<file path="config.mk">
export PLATFORM = sky130hd
export DESIGN_NAME = usb_tx_line_encoder_flat
export DESIGN_NICKNAME = d
export VERILOG_FILES = /design/src/rtl/usb_tx_line_encoder_pkg.sv /design/src/rtl/usb_tx_line_encoder_if.sv /design/src/rtl/usb_tx_line_encoder_timer.sv /design/src/rtl/usb_tx_line_encoder.sv /design/src/flat_wrapper.sv
export SDC_FILE = /design/constraint.sdc
export NUM_CORES = 1
export LEC_CHECK = 0
export CAP_MARGIN = 10
export CORE_MARGIN = 5
export CORE_UTILIZATION = 45
export CTS_CLUSTER_DIAMETER = 30
export CTS_CLUSTER_SIZE = 30
export DETAILED_ROUTE_END_ITERATION = 7
export GPL_ROUTABILITY_DRIVEN = 1
export HOLD_SLACK_MARGIN = 0.08
export PLACE_DENSITY_LB_ADDON = 0.25
export SYNTH_ARGS = -nofsm -noshare
export SYNTH_HDL_FRONTEND = slang
export SYNTH_SLANG_ARGS = --single-unit
</file>
<file path="constraint.sdc">
create_clock -name clk -period 1.8 [get_ports clk]
set_input_delay 0.27 -clock clk [delete_from_list [all_inputs] [get_ports clk]]
set_output_delay 0.27 -clock clk [all_outputs]
set_load 0.02 [all_outputs]
</file>
<file path="src/rtl/usb_tx_line_encoder_pkg.sv">
// Shared types and line-level constants for the USB transmit line encoder.
// Line levels are packed as {d_plus, d_minus}.
package usb_line_pkg;

    typedef enum logic [1:0] {
        IDLE    = 2'd0,
        DATA    = 2'd1,
        EOP_SE0 = 2'd2,
        EOP_J   = 2'd3
    } tx_state_e;

    localparam logic [1:0] LINE_J_FS = 2'b10;
    localparam logic [1:0] LINE_K_FS = 2'b01;
    localparam logic [1:0] LINE_SE0  = 2'b00;

    // Idle (J) level for the selected speed; low speed swaps the pair.
    function automatic logic [1:0] line_j(input logic low_speed);
        return low_speed ? LINE_K_FS : LINE_J_FS;
    endfunction

    // Opposite differential state (J <-> K); only meaningful for J or K.
    function automatic logic [1:0] line_toggle(input logic [1:0] lvl);
        return {lvl[0], lvl[1]};
    endfunction

endpackage

</file>
<file path="src/rtl/usb_tx_line_encoder_if.sv">
// Serial bit handshake between the TX packetiser (master) and the line
// encoder (slave).
interface usb_tx_line_encoder_if;
    logic tx_start;
    logic bit_data;
    logic bit_valid;
    logic bit_ready;
    logic tx_eop;

    modport master (
        output tx_start,
        output bit_data,
        output bit_valid,
        output tx_eop,
        input  bit_ready
    );

    modport slave (
        input  tx_start,
        input  bit_data,
        input  bit_valid,
        input  tx_eop,
        output bit_ready
    );
endinterface

</file>
<file path="src/rtl/usb_tx_line_encoder_timer.sv">
// Wrapping bit-period counter. Runs 0..PERIOD-1 while enabled, can be
// preloaded to its last count so the strobe fires on the very next cycle,
// and parks at 0 when not running. Also suitable for the RX sampler.
module usb_bit_timer #(
    parameter int unsigned PERIOD = 8
) (
    input  logic clk,
    input  logic rst,
    input  logic run,
    input  logic load_last,
    output logic strobe
);
    localparam int unsigned CW = (PERIOD > 1) ? $clog2(PERIOD) : 1;
    localparam logic [CW-1:0] LAST = CW'(PERIOD - 1);

    logic [CW-1:0] cnt_r;

    assign strobe = (cnt_r == LAST);

    // Bit-period counter: preload, wrap at the end of a bit, or park at zero.
    always_ff @(posedge clk or posedge rst) begin
        if (rst) begin
            cnt_r <= {CW{1'b0}};
        end else if (load_last) begin
            cnt_r <= LAST;
        end else if (!run) begin
            cnt_r <= {CW{1'b0}};
        end else if (strobe) begin
            cnt_r <= {CW{1'b0}};
        end else begin
            cnt_r <= cnt_r + CW'(1);
        end
    end
endmodule

</file>
<file path="src/rtl/usb_tx_line_encoder.sv">
// USB transmit line encoder: bit stuffing, NRZI, per-bit timing and a
// self-timed EOP, driving the D+/D- pair from registers.
module usb_tx_line_encoder
    import usb_line_pkg::*;
#(
    parameter int CLKS_PER_BIT = 8,
    parameter int STUFF_LEN    = 6,
    parameter int EOP_SE0_BITS = 2,
    parameter int LOW_SPEED    = 0
) (
    input  logic                  clk,
    input  logic                  rst,
    usb_tx_line_encoder_if.slave  bus,
    output logic                  d_plus,
    output logic                  d_minus,
    output logic                  tx_active,
    output logic                  stuff_pulse,
    output logic                  eop_done,
    output logic                  err_underrun
);
    localparam int unsigned OW = $clog2(STUFF_LEN + 1);
    localparam int unsigned SW = $clog2(EOP_SE0_BITS + 1);
    localparam logic [OW-1:0] STUFF_MAX = OW'(STUFF_LEN);
    localparam logic [SW-1:0] SE0_LAST  = SW'(EOP_SE0_BITS - 1);
    localparam logic [1:0]    LINE_J    = line_j(LOW_SPEED != 0);

    if (CLKS_PER_BIT < 2) begin : g_bad_clks_per_bit
        $error("usb_tx_line_encoder: CLKS_PER_BIT must be >= 2");
    end
    if (STUFF_LEN < 1) begin : g_bad_stuff_len
        $error("usb_tx_line_encoder: STUFF_LEN must be >= 1");
    end
    if (EOP_SE0_BITS < 1) begin : g_bad_eop_se0_bits
        $error("usb_tx_line_encoder: EOP_SE0_BITS must be >= 1");
    end

    tx_state_e     state_r;
    logic [1:0]    line_r;
    logic [OW-1:0] ones_cnt_r;
    logic [SW-1:0] se0_cnt_r;
    logic          tx_active_r;
    logic          stuff_pulse_r;
    logic          eop_done_r;
    logic          err_underrun_r;

    logic strobe_s;
    logic stuff_due_s;
    logic start_s;

    assign start_s     = (state_r == IDLE) && bus.tx_start;
    assign stuff_due_s = (ones_cnt_r == STUFF_MAX);

    usb_bit_timer #(
        .PERIOD (CLKS_PER_BIT)
    ) u_bit_timer (
        .clk       (clk),
        .rst       (rst),
        .run       (state_r != IDLE),
        .load_last (start_s),
        .strobe    (strobe_s)
    );

    // Upstream bit is taken only at a DATA strobe that is not reserved for a stuffed bit.
    assign bus.bit_ready = (state_r == DATA) && strobe_s && !stuff_due_s;

    assign d_plus       = line_r[1];
    assign d_minus      = line_r[0];
    assign tx_active    = tx_active_r;
    assign stuff_pulse  = stuff_pulse_r;
    assign eop_done     = eop_done_r;
    assign err_underrun = err_underrun_r;

    // Packet FSM with registered line level, ones run length and status pulses.
    always_ff @(posedge clk or posedge rst) begin
        if (rst) begin
            state_r        <= IDLE;
            line_r         <= LINE_J;
            ones_cnt_r     <= {OW{1'b0}};
            se0_cnt_r      <= {SW{1'b0}};
            tx_active_r    <= 1'b0;
            stuff_pulse_r  <= 1'b0;
            eop_done_r     <= 1'b0;
            err_underrun_r <= 1'b0;
        end else begin
            stuff_pulse_r  <= 1'b0;
            eop_done_r     <= 1'b0;
            err_underrun_r <= 1'b0;
            case (state_r)
                IDLE: begin
                    line_r     <= LINE_J;
                    ones_cnt_r <= {OW{1'b0}};
                    se0_cnt_r  <= {SW{1'b0}};
                    if (bus.tx_start) begin
                        state_r     <= DATA;
                        tx_active_r <= 1'b1;
                    end else begin
                        tx_active_r <= 1'b0;
                    end
                end
                DATA: begin
                    if (strobe_s) begin
                        if (stuff_due_s) begin
                            // Stuffed 0 always toggles, even after the last data bit.
                            line_r        <= line_toggle(line_r);
                            ones_cnt_r    <= {OW{1'b0}};
                            stuff_pulse_r <= 1'b1;
                        end else if (bus.bit_valid) begin
                            if (bus.bit_data) begin
                                ones_cnt_r <= ones_cnt_r + OW'(1);
                            end else begin
                                line_r     <= line_toggle(line_r);
                                ones_cnt_r <= {OW{1'b0}};
                            end
                        end else if (bus.tx_eop) begin
                            state_r   <= EOP_SE0;
                            line_r    <= LINE_SE0;
                            se0_cnt_r <= {SW{1'b0}};
                        end else begin
                            // Starved mid-packet: flag it and close the packet cleanly.
                            err_underrun_r <= 1'b1;
                            state_r        <= EOP_SE0;
                            line_r         <= LINE_SE0;
                            se0_cnt_r      <= {SW{1'b0}};
                        end
                    end
                end
                EOP_SE0: begin
                    if (strobe_s) begin
                        if (se0_cnt_r == SE0_LAST) begin
                            state_r <= EOP_J;
                            line_r  <= LINE_J;
                        end else begin
                            se0_cnt_r <= se0_cnt_r + SW'(1);
                        end
                    end
                end
                EOP_J: begin
                    if (strobe_s) begin
                        state_r     <= IDLE;
                        tx_active_r <= 1'b0;
                        eop_done_r  <= 1'b1;
                    end
                end
                default: begin
                    state_r     <= IDLE;
                    line_r      <= LINE_J;
                    tx_active_r <= 1'b0;
                end
            endcase
        end
    end
endmodule
</file>
<file path="src/flat_wrapper.sv">
// flat-port wrapper written by rule: the top's interface ports become plain ports
module usb_tx_line_encoder_flat import usb_line_pkg::*;
#(
    parameter int CLKS_PER_BIT = 8,
    parameter int STUFF_LEN    = 6,
    parameter int EOP_SE0_BITS = 2,
    parameter int LOW_SPEED    = 0
)
  (clk, rst, d_plus, d_minus, tx_active, stuff_pulse, eop_done, err_underrun, bus_tx_start, bus_bit_data, bus_bit_valid, bus_tx_eop, bus_bit_ready);
  usb_tx_line_encoder_if bus_i ();
  input  logic clk;
  input  logic rst;
  output logic d_plus;
  output logic d_minus;
  output logic tx_active;
  output logic stuff_pulse;
  output logic eop_done;
  output logic err_underrun;
  input wire logic [$bits(bus_i.tx_start)-1:0] bus_tx_start;
  input wire logic [$bits(bus_i.bit_data)-1:0] bus_bit_data;
  input wire logic [$bits(bus_i.bit_valid)-1:0] bus_bit_valid;
  input wire logic [$bits(bus_i.tx_eop)-1:0] bus_tx_eop;
  output wire logic [$bits(bus_i.bit_ready)-1:0] bus_bit_ready;
  assign bus_i.tx_start = bus_tx_start;
  assign bus_i.bit_data = bus_bit_data;
  assign bus_i.bit_valid = bus_bit_valid;
  assign bus_i.tx_eop = bus_tx_eop;
  assign bus_bit_ready = bus_i.bit_ready;
  usb_tx_line_encoder #(.CLKS_PER_BIT(CLKS_PER_BIT), .STUFF_LEN(STUFF_LEN), .EOP_SE0_BITS(EOP_SE0_BITS), .LOW_SPEED(LOW_SPEED)) u_core (.clk(clk), .rst(rst), .bus(bus_i), .d_plus(d_plus), .d_minus(d_minus), .tx_active(tx_active), .stuff_pulse(stuff_pulse), .eop_done(eop_done), .err_underrun(err_underrun));
endmodule
</file>
==> results_dict.tcl <==
set metrics [dict create \
    outcome "finished, final reports clean" \
    ys_seq_area_frac 0.443 \
    core_area_sq_um 1940 \
    synth_commonest_cells "dfrtp_1, ha_1, inv_1, nand2_1, o21ai_0" \
    post-route-period-util 0.949 \
    skew_ps 1.83 \
    worstSkewPairLatency_ps 280 \
    end_kind "flip-flop" \
    p_sw_w 0.000646 \
    yosysTopAreaCell "dfrtp_1" \
    viasPerCell 5.06 \
    io_buffers 12 \
    drt_iter0_drc 18 \
    overflow 0 \
    combPwrFrac 0.551 \
    maxUsedRoutingLayer "met4" \
    async_reset_ff_frac 1.00 \
    cts.sinks 16 \
    required_ps 1970 \
    whs_ps 347 \
    ys.flop_type "dfrtp_1" \
    drtAntennaViolNets 0 \
    die_x_microns 54.9 \
    synth-seq-cells 16 \
    antenna_found_initial 0 \
    vias 703 \
    met1_length_microns 802 \
    setup_violations 0 \
    drive_gt1_frac 0.170 \
    clockRootBuffer "clkbuf_4" \
    gp_congestion 0.826 \
    worst_pin_slew_ps 584 \
    relSlewSlack 0.610 \
    yosysWarnings 0 \
    irDropWorstVdd_mv 1.03 \
    p_leak_nw 0.547 \
    r2r_start "u_core.state_r[0]" \
    clk_pin_slew_ps 90 \
    met2WireLength_microns 811 \
    power_w 0.00166 \
    hold_buffers 0 \
    grt_util_all_layers 0.136 \
    clock_path_buffers 2 \
    p_int_w 0.00101 \
    p_sw_frac 0.389 \
    floorplan.die_area_sq_um 3010 \
    syn_area_sq_um 906 \
    area_growth_pct 27.2 \
    fin_crit_ps 1710 \
    cts_tree "yes" \
    avgSynthCellArea_sq_um 10.2 \
    hpwl_microns 1370 \
    powerDensity_nw_per_um2 1440 \
    grt_max_degree 17 \
    ios 13 \
    drtPass1Iterations 4 \
    timing.fmax_mhz 585 \
    drc_errors 0 \
    yosys-top-cells-area "dfrtp_1, ha_1, inv_1" \
    p_clk_frac 0.116 \
    p_seq_frac 0.333 \
    wl_microns 1720 \
    avgRoutedWirePerCell_microns 12.3 \
    worstSetupPathType "reg -> reg" \
    diodes 0 \
    maxSlewViolCount 0 \
    postSynthCellCount 89 \
    dr_wl_met3_microns 88 \
    hold_viol_final 0 \
    initial_core_util 0.466 \
    hold_path.class "in -> async" \
    synth.net_count 106 \
    nets 130 \
    die_y_microns 54.9 \
    synth_cell_type_count 34 \
    rsz0062_at_grt "no" \
    htreeDepth 1 \
    num_rows 16 \
    synth_edf_count 0 \
    numCtsBuffers 3 \
    critPathLaunchType "flip-flop" \
    crit_start "u_core.state_r[0]" \
    grt_pass1_vias 681 \
    grt_pass1_wl_microns 2880 \
    synth_most_common_cell "dfrtp_1" \
    finalSetupTns_ps 0 \
    critPathArrivalTime_ps 1880 \
    synth_top_area_share 0.414 \
    cap_viol_max_count 0 \
    crit_fanout 6 \
]
[timing repair]
item,CTS,global route
endpoints found under the setup margin,1,5
pin swaps,0,2
buffers inserted,0,2
gates resized for setup,2,4
[flip-flops by register name, indices dropped and copies added, names as in the netlist]
register	flops
u_core.stuff_pulse	1
u_core.line_r	2
u_core.tx_active	1
u_core.se0_cnt_r	2
u_core.err_underrun	1
u_core.ones_cnt_r	3
u_core.state_r	2
u_core.u_bit_timer.cnt_r	3
u_core.eop_done	1
[worst paths after layout]
path,to,slack (ps),cells after the start
worst max register to register,u_core.ones_cnt_r[1],90,5
worst min register to register,u_core.se0_cnt_r[1],520,2
min in group clk,u_core.err_underrun,520,2
worst min-delay path,u_core.ones_cnt_r[2],350,2
max in group asynchronous,u_core.state_r[0],1070,2
worst max-delay path,u_core.ones_cnt_r[1],90,5
[stage by stage]
stage / cell area [sq um] / utilization / cells / setup WS (ps)
6_report: 1150 / 0.593 / 139 / 91.2
5_1_grt: 1150 / 0.593 / 139 / 6.51
4_1_cts: 1130 / 0.581 / 137 / 3.07
3_5_place_dp: 1100 / 0.567 / 133 / 30.9
3_3_place_gp: 1100 / 0.567 / 133 / 74.9
2_1_floorplan: 906 / - / 89 / 151
[worst max-delay path: stages, from the launching register on]
cell and delay (ps):
dfrtp_1 420, inv_1 110, ha_1 260, inv_1 110
o22ai_1 320, mux2_2 380
[cell families after synthesis]
logic type / Yosys count / share of synthesized area
AO/OA/AOI/OAI: 21 / 0.157
flip-flops: 16 / 0.443
multiplexers: 5 / 0.0663
adder cells (fa/ha/maj): 11 / 0.152
buffers and inverters: 12 / 0.0497
AND/OR/NAND/NOR: 24 / 0.131
[layout make-up]
cell class / instances / area (sq um)
fill: 169 / 790
multi-input combinational: 61 / 474
sequential: 16 / 402
timing repair buffer: 20 / 175
inverter: 11 / 41.3
tap: 27 / 33.8
clock buffer: 4 / 26.3
[routing by layer]
layer	track usage	up-vias
met1	0.169	321
met3	0.0245	2
met4	0.0622	0
met5	0	-
li1	-	365
met2	0.226	15
[placed cells by master, fill, tap and decap left out, drive strengths merged, types with 2 or more instances in the layout]
cell type / synthesis / routed
ha: 11 / 11
a21oi: 3 / 3
buf: 0 / 8
clkbuf: 1 / 5
mux2: 5 / 5
clkdlybuf4s50: 0 / 11
inv: 11 / 11
o21ai: 6 / 6
nor2: 3 / 3
nand2: 12 / 12
nand3: 2 / 2
dfrtp: 15 / 15
[power by group through the flow]
stage	combinational (W)	sequential, W	clock (W)
after global placement	0.000844	0.000549	0
after global routing	0.00104	0.000563	0.000217
after detailed placement	0.000868	0.000556	0
after CTS	0.000869	0.000548	0.000201
after floorplan	0.000561	0.000582	0
final	0.000916	0.000552	0.000192
(Power assumes the default switching activity.)
